## src/rtl/lock_pkg.sv

```systemverilog
// Shared types and helpers for the door-lock sequencer.
// State encoding, keypad constants and small compile-time utilities.
package lock_pkg;

   typedef enum logic [2:0] {
      IDLE,
      ENTRY,
      CHECK,
      OPENING,
      HOLD,
      CLOSING,
      LOCKOUT,
      PROG
   } state_e;

   localparam logic [3:0] KEY_STAR = 4'hA;
   localparam logic [3:0] KEY_HASH = 4'hB;

   function automatic logic is_digit(input logic [3:0] key);
      return (key <= 4'd9);
   endfunction

   function automatic int max2(input int a, input int b);
      return (a > b) ? a : b;
   endfunction

   function automatic int max4(input int a, input int b,
                               input int c, input int d);
      return max2(max2(a, b), max2(c, d));
   endfunction

endpackage

```

## src/rtl/lock_timer.sv

```systemverilog
// Loadable down-counter shared by all timed lock states.
// Holds at zero; expired is high whenever the count is zero.
module lock_timer #(
   parameter int W = 8
) (
   input  logic         clk,
   input  logic         rst,
   input  logic         load_i,
   input  logic [W-1:0] load_val_i,
   output logic         expired_o
);

   logic [W-1:0] cnt_q;
   logic [W-1:0] cnt_d;

   always_comb begin
      cnt_d = cnt_q;
      if (load_i) begin
         cnt_d = load_val_i;
      end else if (cnt_q != '0) begin
         cnt_d = cnt_q - W'(1);
      end
   end

   always_ff @(posedge clk) begin
      if (!rst) begin
         cnt_q <= '0;
      end else begin
         cnt_q <= cnt_d;
      end
   end

   assign expired_o = (cnt_q == '0);

endmodule

```

## src/rtl/lock_sequencer.sv

```systemverilog
// PIN-entry door-lock controller driving the lock motor.
// Define LOCK_CODE_PROG_EN to allow re-programming the PIN while unlocked.
module lock_sequencer
   import lock_pkg::*;
#(
   parameter int DIGITS = 4,
   parameter logic [4*DIGITS-1:0] DEFAULT_CODE = 16'h1234,
   parameter int MOTOR_CYCLES = 1000,
   parameter int HOLD_CYCLES = 5000,
   parameter int MAX_FAIL = 3,
   parameter int LOCKOUT_CYCLES = 20000,
   parameter int ENTRY_TIMEOUT = 8000
) (
   input  logic       clk,
   input  logic       rst,
   input  logic       key_valid,
   input  logic [3:0] key_code,
   output logic       motor_en,
   output logic       motor_dir,
   output logic       unlocked,
   output logic       locked_out,
   output logic [3:0] fail_cnt,
   output logic [3:0] digit_cnt
);

   localparam int CW = 4 * DIGITS;
   localparam int TMAX = max4(MOTOR_CYCLES, HOLD_CYCLES,
                              LOCKOUT_CYCLES, ENTRY_TIMEOUT);
   localparam int TW = (TMAX > 1) ? $clog2(TMAX) : 1;

   localparam logic [3:0] DIG_MAX = 4'(DIGITS);
   localparam logic [3:0] FAIL_MAX = 4'(MAX_FAIL);

   state_e state_q;
   state_e state_d;

   logic          kv_q;
   logic [3:0]    kc_q;
   logic [CW-1:0] buf_q;
   logic [CW-1:0] buf_d;
   logic [3:0]    dcnt_q;
   logic [3:0]    dcnt_d;
   logic [3:0]    fail_q;
   logic [3:0]    fail_d;

   logic motor_en_q;
   logic motor_dir_q;
   logic unl_q;
   logic lock_q;

   logic          reload;
   logic          tmr_load;
   logic [TW-1:0] tmr_val;
   logic          tmr_exp;
   logic [CW-1:0] code;

   logic key_dig;
   logic key_star;
   logic key_hash;
   logic full;
   logic match;

`ifdef LOCK_CODE_PROG_EN
   logic          code_we;
   logic [CW-1:0] code_q;

   always_ff @(posedge clk) begin
      if (!rst) begin
         code_q <= DEFAULT_CODE;
      end else if (code_we) begin
         code_q <= buf_q;
      end
   end

   assign code = code_q;
`else
   assign code = DEFAULT_CODE;
`endif

   function automatic logic [CW-1:0] shift_in(
      input logic [CW-1:0] b,
      input logic [3:0]    k
   );
      return (b << 4) | CW'(k);
   endfunction

   // Keys are registered once before the FSM sees them.
   always_ff @(posedge clk) begin
      if (!rst) begin
         kv_q <= 1'b0;
         kc_q <= 4'h0;
      end else begin
         kv_q <= key_valid;
         kc_q <= key_code;
      end
   end

   assign key_dig  = kv_q && is_digit(kc_q);
   assign key_star = kv_q && (kc_q == KEY_STAR);
   assign key_hash = kv_q && (kc_q == KEY_HASH);
   assign full     = (dcnt_q == DIG_MAX);
   assign match    = full && (buf_q == code);

   always_comb begin
      state_d = state_q;
      buf_d   = buf_q;
      dcnt_d  = dcnt_q;
      fail_d  = fail_q;
      reload  = 1'b0;
`ifdef LOCK_CODE_PROG_EN
      code_we = 1'b0;
`endif
      unique case (state_q)
         IDLE: begin
            if (key_dig) begin
               buf_d   = shift_in(buf_q, kc_q);
               dcnt_d  = 4'd1;
               state_d = ENTRY;
            end
         end
         ENTRY: begin
            if (key_dig && !full) begin
               buf_d  = shift_in(buf_q, kc_q);
               dcnt_d = dcnt_q + 4'd1;
               reload = 1'b1;
            end else if (key_star) begin
               buf_d   = '0;
               dcnt_d  = 4'd0;
               state_d = IDLE;
            end else if (key_hash) begin
               state_d = CHECK;
            end else if (tmr_exp) begin
               buf_d   = '0;
               dcnt_d  = 4'd0;
               state_d = IDLE;
            end
         end
         CHECK: begin
            buf_d  = '0;
            dcnt_d = 4'd0;
            if (match) begin
               fail_d  = 4'd0;
               state_d = OPENING;
            end else if (fail_q + 4'd1 == FAIL_MAX) begin
               fail_d  = FAIL_MAX;
               state_d = LOCKOUT;
            end else begin
               fail_d  = fail_q + 4'd1;
               state_d = IDLE;
            end
         end
         OPENING: begin
            if (tmr_exp) begin
               state_d = HOLD;
            end
         end
         HOLD: begin
`ifdef LOCK_CODE_PROG_EN
            if (key_hash) begin
               buf_d   = '0;
               dcnt_d  = 4'd0;
               state_d = PROG;
            end else if (tmr_exp) begin
               state_d = CLOSING;
            end
`else
            if (tmr_exp) begin
               state_d = CLOSING;
            end
`endif
         end
         CLOSING: begin
            if (tmr_exp) begin
               state_d = IDLE;
            end
         end
         LOCKOUT: begin
            if (tmr_exp) begin
               fail_d  = 4'd0;
               state_d = IDLE;
            end
         end
         PROG: begin
`ifdef LOCK_CODE_PROG_EN
            if (key_dig && !full) begin
               buf_d  = shift_in(buf_q, kc_q);
               dcnt_d = dcnt_q + 4'd1;
               reload = 1'b1;
            end else if (key_hash || key_star || tmr_exp) begin
               code_we = key_hash && full;
               buf_d   = '0;
               dcnt_d  = 4'd0;
               state_d = CLOSING;
            end
`else
            state_d = IDLE;
`endif
         end
         default: begin
            state_d = IDLE;
         end
      endcase
   end

   // Timer is armed with N-1 on every state entry so each state lasts N cycles.
   assign tmr_load = (state_d != state_q) || reload;

   always_comb begin
      tmr_val = '0;
      unique case (state_d)
         ENTRY, PROG:       tmr_val = TW'(ENTRY_TIMEOUT - 1);
         OPENING, CLOSING:  tmr_val = TW'(MOTOR_CYCLES - 1);
         HOLD:              tmr_val = TW'(HOLD_CYCLES - 1);
         LOCKOUT:           tmr_val = TW'(LOCKOUT_CYCLES - 1);
         default:           tmr_val = '0;
      endcase
   end

   lock_timer #(
      .W (TW)
   ) u_timer (
      .clk        (clk),
      .rst        (rst),
      .load_i     (tmr_load),
      .load_val_i (tmr_val),
      .expired_o  (tmr_exp)
   );

   always_ff @(posedge clk) begin
      if (!rst) begin
         state_q <= IDLE;
         buf_q   <= '0;
         dcnt_q  <= 4'd0;
         fail_q  <= 4'd0;
      end else begin
         state_q <= state_d;
         buf_q   <= buf_d;
         dcnt_q  <= dcnt_d;
         fail_q  <= fail_d;
      end
   end

   // Outputs are decoded from the next state so they align with state_q.
   always_ff @(posedge clk) begin
      if (!rst) begin
         motor_en_q  <= 1'b0;
         motor_dir_q <= 1'b0;
         unl_q       <= 1'b0;
         lock_q      <= 1'b0;
      end else begin
         motor_en_q  <= (state_d == OPENING) || (state_d == CLOSING);
         motor_dir_q <= (state_d == OPENING);
         unl_q       <= (state_d == HOLD) || (state_d == PROG);
         lock_q      <= (state_d == LOCKOUT);
      end
   end

   assign motor_en   = motor_en_q;
   assign motor_dir  = motor_dir_q;
   assign unlocked   = unl_q;
   assign locked_out = lock_q;
   assign fail_cnt   = fail_q;
   assign digit_cnt  = dcnt_q;

endmodule

```

## config.mk

```make
export PLATFORM = sky130hd
export DESIGN_NAME = lock_sequencer
export DESIGN_NICKNAME = d
export VERILOG_FILES = /design/src/rtl/lock_pkg.sv /design/src/rtl/lock_timer.sv /design/src/rtl/lock_sequencer.sv
export SDC_FILE = /design/constraint.sdc
export NUM_CORES = 1
export LEC_CHECK = 0
export CAP_MARGIN = 20
export CORE_MARGIN = 3
export CORE_UTILIZATION = 57
export CTS_CLUSTER_DIAMETER = 60
export CTS_CLUSTER_SIZE = 8
export DETAILED_ROUTE_END_ITERATION = 8
export GPL_TIMING_DRIVEN = 0
export PLACE_DENSITY = 0.87
export SLEW_MARGIN = 20
export SYNTH_ARGS = -nofsm -noshare
export SYNTH_HDL_FRONTEND = slang
export SYNTH_SLANG_ARGS = --single-unit
export TNS_END_PERCENT = 30
```

## constraint.sdc

```tcl
create_clock -name clk -period 3.5 [get_ports clk]
set_input_delay 0.35 -clock clk [delete_from_list [all_inputs] [get_ports clk]]
set_output_delay 0.35 -clock clk [all_outputs]
set_load 0.01 [all_outputs]
```

==> results of run 1 <==
==> worst paths after layout <==
kind | slack (ps) | cells past startpoint | start | end
max | 230 | 10 | u_timer.cnt_q[0] | u_timer.cnt_q[10]
min | 460 | 2 | buf_q[12] | buf_q[12]
max reg2reg | 230 | 10 | u_timer.cnt_q[0] | u_timer.cnt_q[10]
min reg2reg | 460 | 2 | buf_q[12] | buf_q[12]
==> kinds of logic after synthesis <==
logic type / count (synthesis) / synth area share
AO/OA/AOI/OAI: 94 / 0.240
XOR/XNOR: 13 / 0.0401
adder cells (fa/ha/maj): 5 / 0.0221
buffers and inverters: 28 / 0.0463
flip-flops: 51 / 0.360
multiplexers: 2 / 0.00706
AND/OR/NAND/NOR: 154 / 0.284
==> power breakdown <==
group | internal (mW) | total [mW] | switching, mW
Clock | 0.148 | 0.367 | 0.218
Combinational | 0.404 | 0.956 | 0.552
Sequential | 0.653 | 0.731 | 0.0780
==> sequential cells by signal, summed over array words and instances, names as in the netlist <==
name,count
motor_en,1
motor_dir,1
state_q,3
buf_q,16
locked_out,1
kc_q,4
u_timer.cnt_q,15
fail_cnt,4
digit_cnt,4
unlocked,1
kv_q,1
==> what timing repair did <==
item	in CTS	in global routing
buffers inserted	0	0
gates resized for setup	0	1
setup endpoints to repair	0	4
==> worst register-to-register path: stages (launching register included) <==
cell	delay, ps
dfxtp_1	350
inv_1	90
ha_1	180
or3b_2	450
buf_2	200
nor4_2	560
nand2_1	110
o311a_1	160
nor2_1	440
mux2i_2	460
a211oi_1	130
==> per-layer routing <==
metal / vias up / track usage / share of wire
li1: 1316 / - / -
met1: 1279 / 0.284 / 0.42
met2: 104 / 0.429 / 0.50
met3: 18 / 0.0437 / 0.057
met4: 0 / 0.0888 / 0.023
met5: - / 0 / 0
==> synthesized netlist by cell type (8+ instances only) <==
cell type | number | share of area
a21oi_1 | 35 | 0.062
and2_1 | 8 | 0.018
buf_2 | 9 | 0.016
clkbuf_1 | 8 | 0.011
dfxtp_1 | 51 | 0.36
inv_1 | 9 | 0.012
nand2_1 | 47 | 0.062
nand3_1 | 26 | 0.046
nor2_1 | 24 | 0.032
nor3_1 | 10 | 0.018
o21ai_0 | 9 | 0.016
xnor2_1 | 9 | 0.028
==> stage by stage <==
stage / std cells / cell area (um^2) / power [mW] / setup slack, ps
2_1_floorplan: 347 / 2840 / 1.49 / 687
3_3_place_gp: 432 / 3100 / 1.64 / 375
3_5_place_dp: 432 / 3100 / 1.67 / 230
4_1_cts: 440 / 3200 / 2.03 / 195
5_1_grt: 440 / 3200 / 2.18 / 49.4
6_report: 440 / 3200 / 2.05 / 228
==> cell type report <==
cell class | count | area, um^2 | area share
timing repair buffer | 18 | 180 | 0.0563
inverter | 9 | 33.8 | 0.0106
tap | 67 | 83.8 | 0.0262
multi-input combinational | 268 | 1690 | 0.527
sequential | 51 | 1020 | 0.319
clock buffer | 5 | 68.8 | 0.0215
buffer | 19 | 97.6 | 0.0305
clock inverter | 3 | 27.5 | 0.00860
==> cell usage in the layout (no fill, tap or decap), types with 4 or more instances in the layout <==
master            n
a211oi_1          6
a21oi_1          35
a31oi_1           7
and2_1            8
buf_2             9
clkbuf_1          8
clkbuf_8          5
clkdlybuf4s50_1  18
dfxtp_1          51
ha_1              5
inv_1             9
nand2_1          47
nand3_1          26
nor2_1           24
nor3_1           10
nor4_1            7
nor4b_1           4
o21ai_0           9
xnor2_1           9
xor2_1            4
==> flow_summary.toml, run 1 <==
[global_routing]
grt_usage = 0.240
grt_max_degree = 19
antenna_found_initial = 0
grt_pass1_wl_um = 11600
grt_pass1_vias = 2502
grt_overflow = 0

[synth]
synth_seq_cells = 51
yosysWarnings = 0
async_flop_share = 0
synth_top_flop_cell = "dfxtp_1"
syn-cell-area_um2 = 2840
syn_inst = 347
synth_edf_count = 0
post_synth.cell_area_avg_um2 = 8.17
syn-num-nets = 359
yosysSeqAreaShare = 0.360
netlist-cell-type-count = 66

[detailed_routing]
drc = 0
firstDrtPassIters = 5
wirelength_um = 6950
dr_total_vias = 2717
wl_per_cell_um = 15.8
drt_iter0_drc = 194
postRouteAntennaNets = 0
viasPerCell = 6.18

[worst_setup_path]
critical_path.endpoint_type = "register"
worst-setup-path-type = "register to register"
startpoint_type = "register"
critical_path.top_delay_family = "simple AND/OR/NAND/NOR gates"
cp.buffers_inverters = 2
cp_cell_sequence = "inv_1 -> ha_1 -> or3b_2 -> buf_2 -> nor4_2 -> nand2_1 -> o311a_1 -> nor2_1 -> mux2i_2 -> a211oi_1"
critPathMaxFanout = 8
max_stage_delay_ps = 560
cp_data_arrival_time_ps = 3440
crit_required_ps = 3670
slowest_stage = "nor4_2"

[timing]
rsz0062_at_grt = "no"
setup_violations = 0
hold_viol = 0
report.final.slew_viol_count = 0
fmax_mhz = 306
whs_ps = 461
slew_headroom = 0.433
min_period_over_period = 0.935
clock_skew_ps = 5.39
worstMarginPinSlew_ps = 844
setup_tns_ps = 0
period_needed_ps = 3270

[die]
start_util = 0.597
die_w_um = 76.5
dieArea_um2 = 5860
ioPinCount = 19
die_h_um = 76.5
rows = 25
core-area_um2 = 4750

[clocking]
cts.sinks = 51
htreeDepth = 2
clock_path_buffers = 2
tritoncts = "built"
cts_buffers = 5
holdBufCountCts = 0
cts_root_buf = "clkbuf_8"
clock_latency_ps = 320
path_clk_slew_ps = 100

[finish]
finalNetCount = 384
num_antenna_cells = 0
final_layout_size_suffix_gt1_frac = 0.107
fill_cells = 421
fin_util = 0.673
area_delta_synth_final_pct = 12.8

[power]
p_leak_nw = 1.12
p_per_area_nw_per_um2 = 642
ir_drop_uv = 338

[hold_path]
hold_class = "register to register"

[run_status]
status = "completed"

[job]
cap_violations = 0

[placed_design]
place.gp.congestion = 0.947
hpwl_um = 5100
port_buffers = 18
Note: power is estimated with default switching activity, not from simulation.
==> run 2, diff against run 1 <==
--- a/config.mk
+++ b/config.mk
@@ -6,13 +6,12 @@
 export NUM_CORES = 1
 export LEC_CHECK = 0
 export CAP_MARGIN = 20
-export CORE_MARGIN = 3
 export CORE_UTILIZATION = 57
 export CTS_CLUSTER_DIAMETER = 60
-export CTS_CLUSTER_SIZE = 8
 export DETAILED_ROUTE_END_ITERATION = 8
 export GPL_TIMING_DRIVEN = 0
 export PLACE_DENSITY = 0.87
+export SKIP_CTS_REPAIR_TIMING = 1
 export SLEW_MARGIN = 20
 export SYNTH_ARGS = -nofsm -noshare
 export SYNTH_HDL_FRONTEND = slang
==> flow_summary.toml, run 2 (synthesis gave the netlist of run 1 again) <==
[clocking]
path_clk_slew_ps = 100
clock_latency_ps = 320
clock_path_buffers = 2
cts_buffers = 5
cts_root_buf = "clkbuf_8"
cts.sinks = 51
tritoncts = "built"
htreeDepth = 2

[global_routing]
grt_pass1_wl_um = 11300
grt_max_degree = 19
grt_pass1_vias = 2484
antenna_found_initial = 0
grt_overflow = 0
grt_usage = 0.283

[worst_setup_path]
startpoint_type = "register"
worst-setup-path-type = "register to register"
max_stage_delay_ps = 600
cp_cell_sequence = "inv_1 -> ha_1 -> or3b_2 -> buf_2 -> o41ai_2 -> o21ai_0 -> nor2_1 -> mux2i_1 -> a211oi_1"
r2r-end = "u_timer.cnt_q[4]"
critical_path.endpoint_type = "register"
slowest_stage = "o41ai_2"
critPathMaxFanout = 8
rr_worst_depth = 9
r2r_slack_ps = 200
cp_data_arrival_time_ps = 3480
crit_required_ps = 3680
reg2reg_from = "u_timer.cnt_q[0]"

[die]
die_h_um = 72.5
start_util = 0.597
dieArea_um2 = 5260
rows = 25
core-area_um2 = 4750
die_w_um = 72.5
ioPinCount = 19

[hold_path]
hold_class = "register to register"
hold_depth = 2
hp-start = "buf_q[14]"
whs_endpoint = "buf_q[14]"

[timing]
worstMarginPinSlew_ps = 854
period_needed_ps = 3300
setup_violations = 0
setup_tns_ps = 0
report.final.slew_viol_count = 0
rsz0062_at_grt = "no"
fmax_mhz = 303
slew_headroom = 0.429
hold_viol = 0
min_period_over_period = 0.943
whs_ps = 456
clock_skew_ps = 3.81

[detailed_routing]
drt_iter0_drc = 186
wirelength_um = 7020
viasPerCell = 6.15
wl_per_cell_um = 16.0
postRouteAntennaNets = 0
firstDrtPassIters = 4
dr_total_vias = 2708
drc = 0

[placed_design]
port_buffers = 18
hpwl_um = 5030
place.gp.congestion = 0.957
dpl_cell_area_um2 = 3100

[power]
p_per_area_nw_per_um2 = 645
total_power_mw = 2.06
ir_drop_uv = 323
p_leak_nw = 1.12

[finish]
final_layout_size_suffix_gt1_frac = 0.105
design_area_um2 = 3190
fill_cells = 397
reg_top3 = "buf_q (16), u_timer.cnt_q (15)"
largest-register = "buf_q"
final_common_cell = "dfxtp_1"
area_delta_synth_final_pct = 12.6
fin_util = 0.672
finalNetCount = 384
largest_register_ffs = 16
multi_input_area_um2 = 1680
register_area_um2 = 1020
layout_common_cells = "dfxtp_1, nand2_1, a21oi_1, nand3_1, nor2_1"
num_antenna_cells = 0

[job]
cap_violations = 0

[run_status]
status = "completed"
==> run 2: cell counts in the layout (fill, tap and decap cells not counted) <==
No cell type changed its count.
==> run 2: how the worst max path moves through the flow <==
stage,from,end,slack [ps],cells past startpoint
final,u_timer.cnt_q[0],u_timer.cnt_q[4],200,9
after global routing,u_timer.cnt_q[0],u_timer.cnt_q[3],6,9
after global placement,u_timer.cnt_q[0],u_timer.cnt_q[4],320,9
after CTS,u_timer.cnt_q[0],u_timer.cnt_q[4],230,9
after floorplan,u_timer.cnt_q[0],u_timer.cnt_q[6],690,10
after detailed placement,u_timer.cnt_q[0],u_timer.cnt_q[3],270,9
==> run 2: stage by stage <==
step / setup WS (ps) / instances
after floorplan: 687 / 347
after global placement: 318 / 432
after detailed placement: 268 / 432
after CTS: 227 / 440
after global routing: 5.98 / 440
final: 201 / 440
==> run 2: layout make-up <==
| type | count | share of cell area |
|---|---|---|
| clock inverter | 3 | 0.00783 |
| timing repair buffer | 18 | 0.0564 |
| sequential | 51 | 0.320 |
| clock buffer | 5 | 0.0215 |
| tap | 67 | 0.0262 |
| buffer | 19 | 0.0306 |
| inverter | 9 | 0.0106 |
| multi-input combinational | 268 | 0.527 |
==> run 2: critical path, delay by kind of cell (launching register included) <==
family          cells  cell delay (ps)
simple gates        2              850
mux                 1              550
flops               1              360
compound gates      3              930
buf+inv             2              280
fa+ha+maj           1              190
==> run 2: where the power goes <==
part,leakage [nW],switching [mW],internal [mW]
Combinational,0.663,0.561,0.403
Clock,0.0452,0.218,0.146
Sequential,0.415,0.0779,0.653
Total,1.12,0.857,1.20
==> run 2: metal layers <==
layer,share of wire,up-vias,track usage
li1,-,1328,-
met1,0.43,1272,0.339
met2,0.49,89,0.466
met3,0.052,19,0.0583
met4,0.033,0,0.170
met5,0,-,0
==> run 3, diff against run 2 <==
--- a/config.mk
+++ b/config.mk
@@ -10,10 +10,11 @@
 export CTS_CLUSTER_DIAMETER = 60
 export DETAILED_ROUTE_END_ITERATION = 8
 export GPL_TIMING_DRIVEN = 0
-export PLACE_DENSITY = 0.87
+export PLACE_DENSITY = 0.88
 export SKIP_CTS_REPAIR_TIMING = 1
 export SLEW_MARGIN = 20
 export SYNTH_ARGS = -nofsm -noshare
 export SYNTH_HDL_FRONTEND = slang
+export SYNTH_HIERARCHICAL = 1
 export SYNTH_SLANG_ARGS = --single-unit
 export TNS_END_PERCENT = 30
==> flow_summary.toml, run 3 <==
[synth]
synth_seq_cells = 51
synthTopCellsByCount = "dfxtp_1, nand2_1, o21ai_0"
syn_inst = 319
syn-num-nets = 331
synth_edf_count = 0
syn-cell-area_um2 = 2650
async_flop_share = 0
synth_top_area_cell = "dfxtp_1"
post_synth.cell_area_avg_um2 = 8.32
yosysSeqAreaShare = 0.385
yosysWarnings = 6
ys_top_cells_by_area = "dfxtp_1, nand2_1, o21ai_0, nand3_1, xnor2_1"
synth_top_flop_cell = "dfxtp_1"
synth.top_cell.area_share = 0.385
yosys.cell_count.top_type = "dfxtp_1"
netlist-cell-type-count = 57

[clocking]
htreeDepth = 2
clock_latency_ps = 310
path_clk_slew_ps = 90
tritoncts = "built"
cts_root_buf = "clkbuf_8"
cts.sinks = 51
cts_buffers = 5
clock_path_buffers = 2

[finish]
final_layout_size_suffix_gt1_frac = 0.123
finalNetCount = 361
fin_util = 0.693
fill_cells = 345
design_area_um2 = 3060
num_antenna_cells = 0
largest-register = "buf_q"
final_common_cell = "dfxtp_1"
layout.cells.non_filler = 402
largest_register_ffs = 16
layout_common_cells = "dfxtp_1, nand2_1, o21ai_0, nand3_1, nor2_1"
reg_top3 = "buf_q (16), u_timer/cnt_q (15)"
area_delta_synth_final_pct = 15.3

[detailed_routing]
viasPerCell = 5.93
drc = 0
drt_iter0_drc = 138
dr_total_vias = 2384
firstDrtPassIters = 5
wl_per_cell_um = 14.4
wirelength_um = 5800
postRouteAntennaNets = 0

[timing]
worstMarginPinSlew_ps = 819
whs_ps = 426
setup_tns_ps = 0
report.final.slew_viol_count = 0
slew_headroom = 0.449
setup_violations = 0
period_needed_ps = 3230
setup_ws_ps = 265
fmax_mhz = 309
hold_viol = 0
min_period_over_period = 0.924
clock_skew_ps = 7.25

[die]
start_util = 0.601
die_w_um = 70.2
dieArea_um2 = 4930
ioPinCount = 19
rows = 24
die_h_um = 70.2
core-area_um2 = 4410

[placed_design]
hpwl_um = 4000
dp_slack_ps = -329
dp_cells = 388
dpl_cell_area_um2 = 2890
place.gp.congestion = 0.919
port_buffers = 17

[global_routing]
grt_usage = 0.242
antenna_found_initial = 0
grt_pass1_vias = 2238
grt_max_degree = 17
grt_pass1_wl_um = 9690
grt_overflow = 0

[worst_setup_path]
crit_required_ps = 3690
startpoint = "u_timer/cnt_q[0]"
reg2reg_from = "u_timer/cnt_q[0]"
startpoint_type = "register"
critical_path.endpoint_type = "register"
cp_data_arrival_time_ps = 3420
worst-setup-path-type = "register to register"
critPathMaxFanout = 10

[power]
p_leak_nw = 1.10
ir_drop_uv = 413
total_power_mw = 1.92
p_per_area_nw_per_um2 = 629

[run_status]
status = "completed"

[job]
cap_violations = 0

[hold_path]
hp-start = "rst"
hold_class = "input pin to register"
## run 3: cell families after synthesis
family,synth area share
other,0.00141
adders and majority gates,0.0236
muxes,0.00424
and+or+nand+nor,0.309
DFF,0.385
buffers and inverters,0.0514
xor gates and xnor gates,0.0462
AOI/OAI and AO/OA,0.179
## run 3: metal layers
layer	vias to the layer above	share of wire	track usage
met5	-	0	0
met4	0	0.018	0.102
met3	10	0.048	0.0491
met2	74	0.49	0.407
met1	1106	0.45	0.301
li1	1194	-	-
## run 3: area by class of cell
class,instances,area [um^2],area share
Clock buffer,5,68.8,0.0225
Inverter,11,41.3,0.0135
Sequential cell,51,1020,0.334
Multi-Input combinational cell,240,1530,0.499
Timing Repair Buffer,23,215,0.0703
Clock inverter,3,18.8,0.00613
Tap cell,52,65.1,0.0213
Buffer,17,101,0.0331
## run 3: worst paths after layout
check | to | slack (ps) | cells past startpoint
hold / removal | u_timer/cnt_q[2] | 430 | 2
hold reg to reg | buf_q[14] | 470 | 2
setup reg to reg | digit_cnt[3] | 270 | 11
setup / recovery | digit_cnt[3] | 270 | 11
## run 3: report_power, final
part           total (mW)  internal [mW]  switching [mW]  leakage [nW]
clock network       0.337          0.141           0.196        0.0483
registers           0.779          0.663           0.116         0.416
logic               0.807          0.366           0.441         0.636
total                1.92           1.17           0.753          1.10
## run 3: critical path: stages, from the launching register on
cell      delay, ps
dfxtp_1         360
inv_1            90
ha_2            200
or4b_4          520
nor4_4          230
buf_4           180
inv_1            80
mux2_1          300
a21o_1          210
a221oi_4        520
buf_2           320
a31oi_1         120
